**src/rtl/sa_psum_drain.sv**
```systemverilog
// Drains accumulated psums from the systolic array one column per cycle into a small FIFO.
// Optional macro SA_PSUM_DRAIN_STALL_CNT_EN adds the o_stall_cycles full-FIFO stall counter.
module sa_psum_drain #(
    parameter int DATA_WIDTH = 8,
    parameter int ROWS       = 4,
    parameter int COLS       = 4,
    parameter int FIFO_DEPTH = 4
) (
    input  logic                           i_clk,
    input  logic                           i_nrst,
    input  logic                           i_start,
    input  logic                           i_flush,
    input  logic [ROWS*DATA_WIDTH*2-1:0]   i_edge_psum,
    output logic                           o_psum_out_en,
    output logic                           o_drain_active,
    output logic [ROWS*DATA_WIDTH*2-1:0]   o_data,
    output logic [$clog2(COLS):0]          o_col_idx,
    output logic                           o_last,
    output logic                           o_valid,
    input  logic                           i_ready,
    output logic                           o_done
`ifdef SA_PSUM_DRAIN_STALL_CNT_EN
    ,
    output logic [31:0]                    o_stall_cycles
`endif
);

    localparam int PSUM_W = ROWS * DATA_WIDTH * 2;
    localparam int IDX_W  = $clog2(COLS) + 1;
    localparam int PTR_W  = $clog2(FIFO_DEPTH);
    localparam int CNT_W  = PTR_W + 1;

    typedef enum logic {
        IDLE,
        DRAIN
    } state_t;

    state_t             state;
    state_t             next_state;
    logic [IDX_W-1:0]   col_cnt;
    logic [CNT_W-1:0]   fifo_count;
    logic [PTR_W-1:0]   wr_ptr;
    logic [PTR_W-1:0]   rd_ptr;
    logic [PSUM_W-1:0]  mem_data [FIFO_DEPTH];
    logic [IDX_W-1:0]   mem_idx  [FIFO_DEPTH];
    logic               mem_last [FIFO_DEPTH];

    logic               push;
    logic               pop;
    logic               last_col;
    logic               fifo_full;
    logic               start_accept;

    assign last_col  = (col_cnt == IDX_W'(COLS - 1));
    assign fifo_full = (fifo_count == CNT_W'(FIFO_DEPTH));

    // Push is decided from the current count only, so a same-cycle pop never frees a slot early.
    always_comb begin
        next_state    = state;
        push          = 1'b0;
        start_accept  = 1'b0;
        o_psum_out_en = 1'b0;
        o_done        = 1'b0;
        case (state)
            IDLE: begin
                if (i_start && !i_flush) begin
                    next_state   = DRAIN;
                    start_accept = 1'b1;
                end
            end
            DRAIN: begin
                if (!i_flush && !fifo_full) begin
                    push          = 1'b1;
                    o_psum_out_en = !last_col;
                    o_done        = last_col;
                    if (last_col) begin
                        next_state = IDLE;
                    end
                end
            end
            default: next_state = IDLE;
        endcase
        if (i_flush) begin
            next_state = IDLE;
        end
    end

    assign o_drain_active = (state == DRAIN);
    assign o_valid        = (fifo_count != '0);
    assign pop            = o_valid && i_ready && !i_flush;

    always_ff @(posedge i_clk or negedge i_nrst) begin
        if (!i_nrst) begin
            state   <= IDLE;
            col_cnt <= '0;
        end else begin
            state <= next_state;
            if (i_flush || start_accept) begin
                col_cnt <= '0;
            end else if (push) begin
                col_cnt <= col_cnt + 1'b1;
            end
        end
    end

    // Storage is reset too so the head outputs read zero after reset.
    always_ff @(posedge i_clk or negedge i_nrst) begin
        if (!i_nrst) begin
            fifo_count <= '0;
            wr_ptr     <= '0;
            rd_ptr     <= '0;
            for (int i = 0; i < FIFO_DEPTH; i++) begin
                mem_data[i] <= '0;
                mem_idx[i]  <= '0;
                mem_last[i] <= 1'b0;
            end
        end else if (i_flush) begin
            fifo_count <= '0;
            wr_ptr     <= '0;
            rd_ptr     <= '0;
        end else begin
            if (push) begin
                mem_data[wr_ptr] <= i_edge_psum;
                mem_idx[wr_ptr]  <= col_cnt;
                mem_last[wr_ptr] <= last_col;
                wr_ptr           <= wr_ptr + 1'b1;
            end
            if (pop) begin
                rd_ptr <= rd_ptr + 1'b1;
            end
            case ({push, pop})
                2'b10:   fifo_count <= fifo_count + 1'b1;
                2'b01:   fifo_count <= fifo_count - 1'b1;
                default: fifo_count <= fifo_count;
            endcase
        end
    end

    assign o_data    = mem_data[rd_ptr];
    assign o_col_idx = mem_idx[rd_ptr];
    assign o_last    = mem_last[rd_ptr];

`ifdef SA_PSUM_DRAIN_STALL_CNT_EN
    logic stall;
    assign stall = (state == DRAIN) && !i_flush && fifo_full;

    always_ff @(posedge i_clk or negedge i_nrst) begin
        if (!i_nrst) begin
            o_stall_cycles <= '0;
        end else if (i_flush || start_accept) begin
            o_stall_cycles <= '0;
        end else if (stall && (o_stall_cycles != '1)) begin
            o_stall_cycles <= o_stall_cycles + 1'b1;
        end
    end
`endif

endmodule

```
**config.mk**
```make
export PLATFORM = sky130hd
export DESIGN_NAME = sa_psum_drain
export DESIGN_NICKNAME = d
export VERILOG_FILES = /design/src/rtl/sa_psum_drain.sv
export SDC_FILE = /design/constraint.sdc
export NUM_CORES = 1
export LEC_CHECK = 0
export CAP_MARGIN = 20
export CORE_MARGIN = 2
export CORE_UTILIZATION = 55
export CTS_CLUSTER_DIAMETER = 200
export DETAILED_ROUTE_END_ITERATION = 16
export PLACE_DENSITY_LB_ADDON = 0.05
export SLEW_MARGIN = 30
export SYNTH_ARGS = -nofsm -noshare
export SYNTH_HDL_FRONTEND = slang
export SYNTH_SLANG_ARGS = --single-unit
```
**constraint.sdc**
```tcl
create_clock -name i_clk -period 3 [get_ports i_clk]
set_clock_uncertainty 0.05 [all_clocks]
set_input_delay 0.3 -clock i_clk [delete_from_list [all_inputs] [get_ports i_clk]]
set_output_delay 0.3 -clock i_clk [all_outputs]
set_load 0.1 [all_outputs]
```
### Word level (Yosys, flattened, before mapping)

Cells that the tools add are included.

| cells by class | value |
|---|---|
| add/subtract/negate cells | 5 |
| order comparisons | 3 |
| eq/ne operators | 4 |
| multiplexer cells | 38 |
| bitwise logic cells | 4 |
| reductions and logical operators | 15 |

Operator list:

| kind | number |
|---|---|
| $bwmux W256 | 1 |
| $mux W64 | 3 |
| $bmux W64 S2 | 1 |
| $demux W64 S2 | 1 |
| $mux W3 | 6 |
| $mux W1 | 14 |
| $bwmux W12 | 1 |
| $mux W2 | 4 |
| $add A3 B1 Y3 const B | 2 |
| $bmux W3 S2 | 1 |
| $demux W3 S2 | 1 |
| $ge A3 B3 Y1 const B | 2 |
| $not A2 Y3 | 2 |
| $pmux W3 S2 | 1 |
| $reduce_bool A2 Y1 | 3 |
| $reduce_bool A3 Y1 | 2 |
| $logic_and A1 B1 Y1 | 5 |
| $add A2 B1 Y2 const B | 2 |
| $bwmux W4 | 1 |
| $eq A3 B2 Y1 const B | 1 |
| $eq A3 B3 Y1 const B | 1 |
| $logic_not A1 Y1 | 3 |
| $lt A3 B1 Y1 const B | 1 |
| $sub A3 B1 Y3 const B | 1 |
| 8 further kinds | 9 |

| word-level totals | value |
|---|---|
| bits in registers | 283 |
| input bits | 69 |
| output and inout bits | 72 |

### Logic depth before layout (Yosys ltp)

Gate-level depths: netlist (run 1).

| logic depth | value |
|---|---|
| depth after elaboration | 8 |
| depth in mapped cells | 7 |
| depth with buffers taken out | 6 |

### Least setup slack after synthesis (run 1)

Ideal clock, no wire load.

| timing | value |
|---|---|
| path type | register to output |
| start point | register state, in the netlist o_drain_active |
| end point | output o_psum_out_en |
| arrival time | 4.249 ns |
| setup slack | -1.599 ns |
| cell stages (with the launch flop) | 4 |
| path through | dfrtp_1 -> buf_2 -> inv_1 -> nor4_1 |

| between the ends | value |
|---|---|
| cells in the longest elaborated chain, start to end | 1 |

Ends and longest elaborated chain:

| element | line | RTL |
|---|---|---|
| start, declared | 38 | `state_t state;` |
| start signal, assigned | 97 | `state <= next_state;` |
| $mux W1 | 64 | `case (state)` |
| end, declared | 14 | `output logic o_psum_out_en,` |

No other way between the ends.

### Worst setup path after layout (run 1)

| timing | value |
|---|---|
| start point | register rd_ptr[1] |
| end point | output o_data[34] |

| between the ends | value |
|---|---|
| cells in the longest elaborated chain, start to end | 4 |

Ends and longest elaborated chain:

| element | line | RTL |
|---|---|---|
| start, declared | 43 | `logic [PTR_W-1:0] rd_ptr;` |
| start signal, assigned | 129 | `rd_ptr <= rd_ptr + 1'b1;` |
| $not A2 Y3 (not written as such) | 139 | `assign o_data = mem_data[rd_ptr];` |
| $bmux W64 S2 | 139 |  |
| $mux W64 (not written as such) (2 in a row) | 139 |  |
| end, declared | 16 | `output logic [ROWS*DATA_WIDTH*2-1:0] o_data,` |

No other way between the ends. The select of a mux whose other input is x is not followed.

==> metrics.cfg, run 1 <==
[finish]
nets=966
n_antenna_cell=0
nFillCells=1513
syn_to_final_growth_pct=22.38
final_common_cell=dfrtp_1
final_cell_mix=dfrtp_1, mux2_2, buf_4, mux4_2, clkdlybuf4s50_1
drive_gt1_share_pct=54.38
post-route-util_pct=68.29

[cts]
cts_sinks=283
cts_buffers=31
ctsHtreeMaxLevel=1
cts_tree=yes
clk_latency_ns=0.55
clockBufferDepth=3
cts_resized=0
cts_root_buf=clkbuf_16
path_clk_slew_ns=0.06

[synthesis]
synthSimpleGateAreaFrac_pct=1.624
yosys_warnings=0
synth_ff_type=dfrtp_1
async_reset_ff_share_pct=100.0
synthMuxAreaShare_pct=37.19
synthCells=748
synth-edff-count=0
synth_xor_area_share_pct=0.2092
synthAdderAreaFrac_pct=0.7573
avgSynthCellArea_um2=16.79
synth-seq-area-share_pct=56.40
synth_seq_cells=283
synth_compound_area_share_pct=1.226
synth.distinct_cells=37
synth_top_family_by_area=multiplexers
synth_fp_nets=824
synth_area_um2=12560

[place]
place_congestion=0.7602
pre_cts_ws_ns=0.4449
numPortBuffers=140
dp_hpwl_mm=16.87

[worst_hold_path]
hp-class=input port to async pin

[die]
start_util_pct=55.80
die_h_um=155.1
row_count=55
die_w_um=155.1
core_um2=22500
die_area_um2=24060
num_io_pins=141

[power]
power.leakage_nw=6.931
p_comb_share_pct=35.9
p_sw_mw=5.504
peakVddDrop_mv=0.6562
power_density_nw_per_um2=960.4
finalPower_mw=14.76
clkPwrFrac_pct=28.5
seq_power_share_pct=35.5
p_sw_share_pct=37.29
intPower_mw=9.255

[sta]
worst_pin_slew_ns=0.7301
finalHoldViolations=0
finalCritPeriodShare_pct=92.02
hold_ws_ns=0.2301
timing.final.ws_setup_ns=0.2395
setup_tns_ns=0
rsz0062_at_grt=no
maxSlewHeadroom_pct=51.33
finalSetupViolCount=0
fmax_mhz=362.2
period_needed_ns=2.761
maxSlewViolCount=0

[critical_path]
crit_type=flop to primary output
cp-start-kind=flop
cp.required_ns=2.65
crit_arrival_ns=2.41
end_kind=primary output
cp_max_fo=41

[drt]
wl_mm=26.57
wl_per_cell_um=22.16
drt.antenna.violating_nets=0
via_per_inst=5.847
drc=0
drt-initial-drc-count=313
firstDrtPassIters=4
vias=7010

[run]
cap_viol_max_count=0

[grt]
antenna_found_initial=0
grt_overflow=0
grt_pass1_vias=8038
grt.total_usage_pct=22.72
grt_max_degree=109
grt_first_pass_wirelength_mm=42.92

[status]
outcome=completed

==> what timing repair did <==
action,4_1_cts,5_1_grt
buffers inserted,0,0
endpoints found under the hold margin,60,0
hold buffers,1,0
==> power groups by stage <==
| stage | Clock, mW | Combinational, mW | Sequential [mW] |
|---|---|---|---|
| floorplan | 0 | 4.49 | 5.08 |
| CTS | 4.28 | 5.35 | 5.25 |
| global route | 4.44 | 5.51 | 5.36 |
| finish | 4.21 | 5.30 | 5.25 |
| detailed placement | 0 | 5.33 | 5.32 |
| global placement | 0 | 5.23 | 5.19 |
==> metrics by stage <==
stage | cells | instance area, um2
finish | 1199 | 15370
global placement | 1141 | 14210
CTS | 1199 | 15370
floorplan | 748 | 12570
global route | 1199 | 15370
detailed placement | 1141 | 14210
==> cell families (layout without fill, tap and decap cells) <==
group / count (synthesis) / count (layout)
buf+inv: 59 / 225
xor+xnor: 3 / 3
fa+ha+maj: 7 / 7
simple gates: 31 / 31
compound gates: 25 / 25
flops: 283 / 283
mux: 340 / 340
==> sequential cells by signal (all words and copies together), names as in the netlist <==
register and cells:
wr_ptr 2, mem_last 4, fifo_count 3, o_drain_active 1, col_cnt 3, rd_ptr 2
mem_idx 12, mem_data 256
==> metal layers <==
| metal | global-route usage (%) | routed length [um] | up-vias |
|---|---|---|---|
| met5 | 0 | 0 | - |
| met4 | 6.526 | 578 | 0 |
| met3 | 4.039 | 1252 | 48 |
| met2 | 40.32 | 13740 | 144 |
| met1 | 28.87 | 11000 | 3723 |
| li1 | - | - | 3095 |
==> Yosys cell counts, drive strengths merged (2+ instances only) <==
library cell,instances,area (um2)
inv,6,22.52
o311ai,2,17.52
mux4,68,1531
nand3b,3,22.52
ha,6,75.07
a311oi,2,17.52
and3,2,12.51
nand2b,2,12.51
nor2,6,22.52
a21oi,8,40.04
dfrtp,283,7082
a31oi,2,12.51
clkbuf,14,52.55
o21ai,7,35.03
or3,2,12.51
nand3,7,50.05
xor2,3,26.28
buf,39,251.5
mux2,272,3138
==> final cells by class <==
type                            count  area (um2)  share of cell area, %
Clock buffer                       37       848.3                  5.520
Multi-Input combinational cell    406        5191                  33.78
Clock inverter                     20       302.8                  1.970
Sequential cell                   283        7089                  46.13
Inverter                            6       22.52                 0.1466
Timing Repair Buffer              162        1556                  10.13
Tap cell                          285       356.6                  2.320
==> worst max-delay path, stage by stage, from the launching register on <==
cell and delay [ns]:
dfrtp_4 0.91, buf_4 0.34, mux4_2 0.35, buf_4 0.25
==> path summary, 6_finish.rpt <==
| check | startpoint | to | slack [ns] | depth (start not counted) |
|---|---|---|---|---|
| worst max-delay path | rd_ptr[1] | o_data[34] | 0.24 | 3 |
| worst min-delay path | i_nrst | mem_data[120] | 0.23 | 2 |
| worst max register to register | fifo_count[1] | mem_data[158] | 0.57 | 4 |
| worst min register to register | mem_data[3] | mem_data[3] | 0.45 | 1 |
| max in group asynchronous | i_nrst | mem_data[87] | 1.71 | 3 |
| min in group i_clk | i_start | o_drain_active | 0.33 | 3 |
(Power assumes the default switching activity.)
==> run 2, diff against run 1 <==
- ABC_CLOCK_PERIOD_IN_PS: default -> 3000
==> results of run 2 <==
No change in the layout: final DEF, timing and power equal those of run 1.
